===== config.mk =====
export PLATFORM = sky130hd
export DESIGN_NAME = rst_sequencer
export DESIGN_NICKNAME = d
export VERILOG_FILES = /design/src/rtl/rst_sequencer.sv
export SDC_FILE = /design/constraint.sdc
export NUM_CORES = 1
export LEC_CHECK = 0
export CORE_MARGIN = 1.5
export CORE_UTILIZATION = 56
export CTS_CLUSTER_SIZE = 40
export DETAILED_ROUTE_END_ITERATION = 16
export PLACE_DENSITY = 0.81
export REMOVE_ABC_BUFFERS = 1
export SKIP_CTS_REPAIR_TIMING = 1
export SLEW_MARGIN = 25
export SYNTH_ARGS = -nofsm -noshare
export SYNTH_HDL_FRONTEND = slang
export SYNTH_SLANG_ARGS = --single-unit

===== constraint.sdc =====
create_clock -name iCLK -period 2.1 [get_ports iCLK]
set_input_delay 0.42 -clock iCLK [delete_from_list [all_inputs] [get_ports iCLK]]
set_output_delay 0.42 -clock iCLK [all_outputs]
set_load 0.01 [all_outputs]

===== src/rtl/rst_sequencer.sv =====
//------------------------------------------------------------------------------
// rst_sequencer: staggered multi-domain reset release with run-cycle limit.
// Revision: 1.0
//------------------------------------------------------------------------------
`default_nettype none

module rst_sequencer #(
    parameter int NDOM      = 2,
    parameter int HOLD      = 10,
    parameter int STAGGER   = 4,
    parameter int RUN_LIMIT = 200,
    parameter int DONE_RST  = 0,
    parameter int CW        = 16
) (
    input  logic            iCLK,
    input  logic            iRST,
    input  logic            iSWRST,
    output logic [NDOM-1:0] oRST,
    output logic            oREADY,
    output logic            oDONE,
    output logic [CW-1:0]   oCYCLES
);

    localparam int c_span = HOLD + NDOM * STAGGER;
    localparam int c_need = ((c_span > RUN_LIMIT) ? c_span : RUN_LIMIT) + 1;

    generate
        if (NDOM < 1 || NDOM > 8 || HOLD < 1 || CW < $clog2(c_need)) begin : g_param_check
            $error("rst_sequencer: illegal NDOM/HOLD or CW too narrow for HOLD/STAGGER/RUN_LIMIT");
        end
    endgenerate

    localparam logic [1:0] c_st_hold    = 2'd0;
    localparam logic [1:0] c_st_release = 2'd1;
    localparam logic [1:0] c_st_run     = 2'd2;
    localparam logic [1:0] c_st_done    = 2'd3;

    localparam logic [CW-1:0]   c_one     = 1;
    localparam logic [CW-1:0]   c_ones    = '1;
    localparam logic [CW-1:0]   c_hold    = CW'(HOLD);
    localparam logic [CW-1:0]   c_stag_m1 = CW'((STAGGER > 0) ? STAGGER - 1 : 0);
    localparam logic [CW-1:0]   c_lim_m1  = CW'((RUN_LIMIT > 0) ? RUN_LIMIT - 1 : 0);
    localparam logic [3:0]      c_last    = 4'(NDOM - 1);
    localparam logic [NDOM-1:0] c_lsb     = 1;
    localparam logic [NDOM-1:0] c_all     = '1;

    logic [1:0]      r_state, w_state;
    logic [CW-1:0]   r_cnt, w_cnt;
    logic [3:0]      r_idx, w_idx;
    logic [NDOM-1:0] r_rst, w_rst;
    logic            r_ready, w_ready;
    logic            r_done, w_done;
    logic [CW-1:0]   r_cycles, w_cycles;

    always_ff @(posedge iCLK) begin
        if (iRST) begin
            r_state  <= c_st_hold;
            r_cnt    <= '0;
            r_idx    <= '0;
            r_rst    <= c_all;
            r_ready  <= 1'b0;
            r_done   <= 1'b0;
            r_cycles <= '0;
        end else begin
            r_state  <= w_state;
            r_cnt    <= w_cnt;
            r_idx    <= w_idx;
            r_rst    <= w_rst;
            r_ready  <= w_ready;
            r_done   <= w_done;
            r_cycles <= w_cycles;
        end
    end

    // r_cnt serves as the hold counter in HOLD and the stagger counter in RELEASE.
    always_comb begin
        w_state  = r_state;
        w_cnt    = r_cnt;
        w_idx    = r_idx;
        w_rst    = r_rst;
        w_ready  = r_ready;
        w_done   = r_done;
        w_cycles = r_cycles;
        if (iSWRST) begin
            w_state  = c_st_hold;
            w_cnt    = '0;
            w_idx    = '0;
            w_rst    = c_all;
            w_ready  = 1'b0;
            w_done   = 1'b0;
            w_cycles = '0;
        end else begin
            case (r_state)
                c_st_hold: begin
                    if (r_cnt >= c_hold) begin
                        if (STAGGER == 0 || NDOM == 1) begin
                            w_rst    = '0;
                            w_ready  = 1'b1;
                            w_cycles = '0;
                            w_state  = c_st_run;
                        end else begin
                            w_rst   = r_rst & ~c_lsb;
                            w_idx   = 4'd1;
                            w_cnt   = '0;
                            w_state = c_st_release;
                        end
                    end else if (r_cnt != c_ones) begin
                        w_cnt = r_cnt + c_one;
                    end
                end
                c_st_release: begin
                    if (r_cnt >= c_stag_m1) begin
                        w_rst = r_rst & ~(c_lsb << r_idx);
                        w_cnt = '0;
                        if (r_idx == c_last) begin
                            w_ready  = 1'b1;
                            w_cycles = '0;
                            w_state  = c_st_run;
                        end else begin
                            w_idx = r_idx + 4'd1;
                        end
                    end else if (r_cnt != c_ones) begin
                        w_cnt = r_cnt + c_one;
                    end
                end
                c_st_run: begin
                    if (RUN_LIMIT > 0) begin
                        w_cycles = r_cycles + c_one;
                        if (r_cycles == c_lim_m1) begin
                            w_done  = 1'b1;
                            w_state = c_st_done;
                            if (DONE_RST != 0) begin
                                w_rst   = c_all;
                                w_ready = 1'b0;
                            end
                        end
                    end else if (r_cycles != c_ones) begin
                        w_cycles = r_cycles + c_one;
                    end
                end
                default: begin
                end
            endcase
        end
    end

    always_comb begin
        oRST    = r_rst;
        oREADY  = r_ready;
        oDONE   = r_done;
        oCYCLES = r_cycles;
    end

endmodule

`default_nettype wire


==> flow_summary.yaml <==
run_status:
  status: "complete, no violations"
clock_tree:
  clk_pin_slew_ps: 80
  cts_made_buffers: 5
  cts_tree: "built"
  cts_buffer_depth: 2
  clock_latency_ps: 290
  htreeDepth: 2
  cts_root_buf: "clkbuf_8"
  clock-sinks: 42
pwr:
  total_power_mw: 1.37
  intPower_mw: 1.08
  clkPwrFrac_pct: 39.1
  p_seq_share_pct: 58.4
  p_switching_uw: 294
  switching_share_pct: 21.5
  ir_drop_mv: 0.357
  power_leakage_nw: 0.900
  power-per-cell-area_nw_per_um2: 523
  power_frac_comb_pct: 2.5
finish:
  diodes: 0
  multiInputGateArea_um2: 1250
  final_core_util_pct: 70.5
  fin_area_um2: 2620
  drive_above_1_share_pct: 16.1
  finalNetCount: 297
  n_fill_cell: 293
  regArea_um2: 843
  syn2layout_area_growth_pct: 19.7
setup_path:
  slowest_stage: "or4_1"
  crit_path_end: "oCYCLES[15]"
  critPathKind: "flip-flop to flip-flop"
  worst_ep_required_time_ps: 2330
  worstPathArrival_ps: 2210
  r2r_start: "r_idx[1]"
  reg2reg_depth: 8
  crit_fanout: 22
  critPathLaunch: "r_idx[1]"
  r2r_end: "oCYCLES[15]"
  crit_path_max_incr_delay_ps: 520
  end_kind: "flip-flop"
  cp-start-kind: "flip-flop"
  cp_top_family: "simple AND/OR/NAND/NOR gates"
  path_depth: 8
  path_cells: "inv_1 -> ha_1 -> or3b_4 -> nor2_4 -> a21boi_2 -> buf_4 -> or4_1 -> a21oi_1"
  crit_buf_inv: 2
  r2r_slack_ps: 110
synth:
  yosys.area.top_type_share_pct: 38.4
  netlist_area_um2: 2190
  synth_compound_area_share_pct: 21.3
  ys_ff_latch: 42
  synth.distinct_cells: 51
  synth_seq_area_share_pct: 38.4
  synth_xor_area_share_pct: 0.800
  synthAdderAreaFrac_pct: 5.71
  avgSynthCellArea_um2: 8.83
  syn_inst: 248
  synth-main-ff-cell: "dfxtp_1"
  synth_most_common_cell: "dfxtp_1"
  synth_area_leaders: "dfxtp_1 38%, ha_1 5.7%, a21oi_1 5.5%"
  synth_warnings: 0
  async_flop_share_pct: 0
  muxShareOfSynthArea_pct: 0
  synth-simple-area-share_pct: 28.8
  synth_top_cell_by_area: "dfxtp_1"
  synth_top_family_by_area: "simple AND/OR/NAND/NOR gates"
  synth-edff-count: 0
  synthTopCellsByCount: "42 x dfxtp_1, 24 x a21oi_1, 23 x nor2_1, 18 x nand2_1, 15 x nand3_1"
timing:
  hold_viol_final: 0
  max_freq_ghz: 0.503
  fin_skew_ps: 4.73
  fin_crit_ps: 1990
  setup_violations: 0
  min_period_over_period_pct: 94.6
  fin_tns_setup_ps: 0
  setup_ws_ps: 113
  worst_pin_slew_ps: 397
  rsz0062_at_grt: "no"
  slew_viol_final: 0
  slew_headroom_pct: 73.5
floorplanning:
  die_w_um: 65.5
  core-area_um2: 3720
  ioPinCount: 23
  dieArea_um2: 4290
  die_y_um: 65.5
  start_util_pct: 58.9
  row_count: 22
detailed_routing:
  first_pass_iters: 4
  drtIter0Drc: 159
  routedWlPerCell_um: 14.4
  drtAntennaViolNets: 0
  route.detailed.drc: 0
  wl_mm: 4.80
  via_count: 1984
  vias_per_cell: 5.96
job:
  drv_cap: 0
placed_design:
  dp_hpwl_mm: 3.38
  placed_area_um2: 2510
  portBuffers: 22
  place_ws_ps: 60.0
  routabilityCongestion: 0.811
grt:
  grt_max_degree: 23
  track_usage_pct: 24.0
  grt_pass1_vias: 1778
  antenna_found_initial: 0
  grt_pass1_wl_mm: 8.18
  overflow: 0
hold_path:
  hold_start: "oRST[1]"
  hold_path_class: "flip-flop to flip-flop"
worst register-to-register path, cell delays in order (launching register included):
cell and delay, ps:
dfxtp_1 310, inv_1 50, ha_1 120, or3b_4 400, nor2_4 110, a21boi_2 60
buf_4 200, or4_1 520, a21oi_1 150
flip-flops by register name, indices dropped and copies added (netlist names):
name and flops:
r_cnt 16, oRST 2, r_state 2, r_idx 4, oDONE 1, oREADY 1, oCYCLES 16
logic make-up (layout without fill, tap and decap cells):
family | count (synthesis) | in the layout
xor+xnor | 2 | 2
fa+ha+maj | 10 | 10
simple gates | 108 | 108
buf+inv | 17 | 54
flops | 42 | 42
compound gates | 69 | 69
through the flow:
step | cells | hold slack [ps]
after CTS | 333 | 470
after global placement | 325 | 439
after global routing | 333 | 496
after floorplan | 238 | 470
final | 333 | 464
after detailed placement | 325 | 446
area by class of cell:
type                            instances  area share, %
Clock buffer                            7           3.30
Clock inverter                          1          0.191
Inverter                                7           1.00
Multi-Input combinational cell        189           47.8
Sequential cell                        42           32.2
Tap cell                               48           2.29
Timing Repair Buffer                   39           13.3
per-layer routing:
metal,wire (µm),up-vias,part of all wire [%],GRT usage (%)
li1,-,1011,-,-
met1,2480,936,52,34.0
met2,2100,29,44,36.2
met3,149,8,3.1,4.62
met4,67,0,1.4,8.59
met5,0,-,0,0
cells in the final DEF (no fill, tap or decap), types with 3 or more instances in the layout:
cell / count
a211o_1: 3
a21o_1: 3
a21oi_1: 22
a41oi_1: 4
and3_1: 9
buf_4: 17
clkbuf_8: 6
clkdlybuf4s50_1: 22
dfxtp_1: 40
ha_1: 8
inv_1: 7
nand2_1: 18
nand2b_1: 3
nand3_1: 15
nand4_1: 4
nor2_1: 23
nor3_1: 4
nor4b_1: 3
o21ai_0: 5
o21ai_1: 4
o31ai_1: 10
or4_1: 8
power by group through the flow:
stage	logic, mW	registers [mW]	clock network [mW]
2_1_floorplan	0.0178	0.819	0
3_3_place_gp	0.0331	0.819	0
3_5_place_dp	0.0335	0.819	0
4_1_cts	0.0336	0.800	0.545
5_1_grt	0.0374	0.801	0.572
6_report	0.0338	0.800	0.536
worst min path at each step:
stage / slack (ps) / depth (start not counted) / end
finish: 460 / 1 / oRST[1]
global route: 500 / 1 / oRST[0]
CTS: 470 / 1 / oRST[0]
detailed placement: 450 / 1 / oRST[0]
global placement: 440 / 1 / oRST[1]
floorplan: 470 / 2 / r_state[1]
Power figures use the tool's default switching activity.
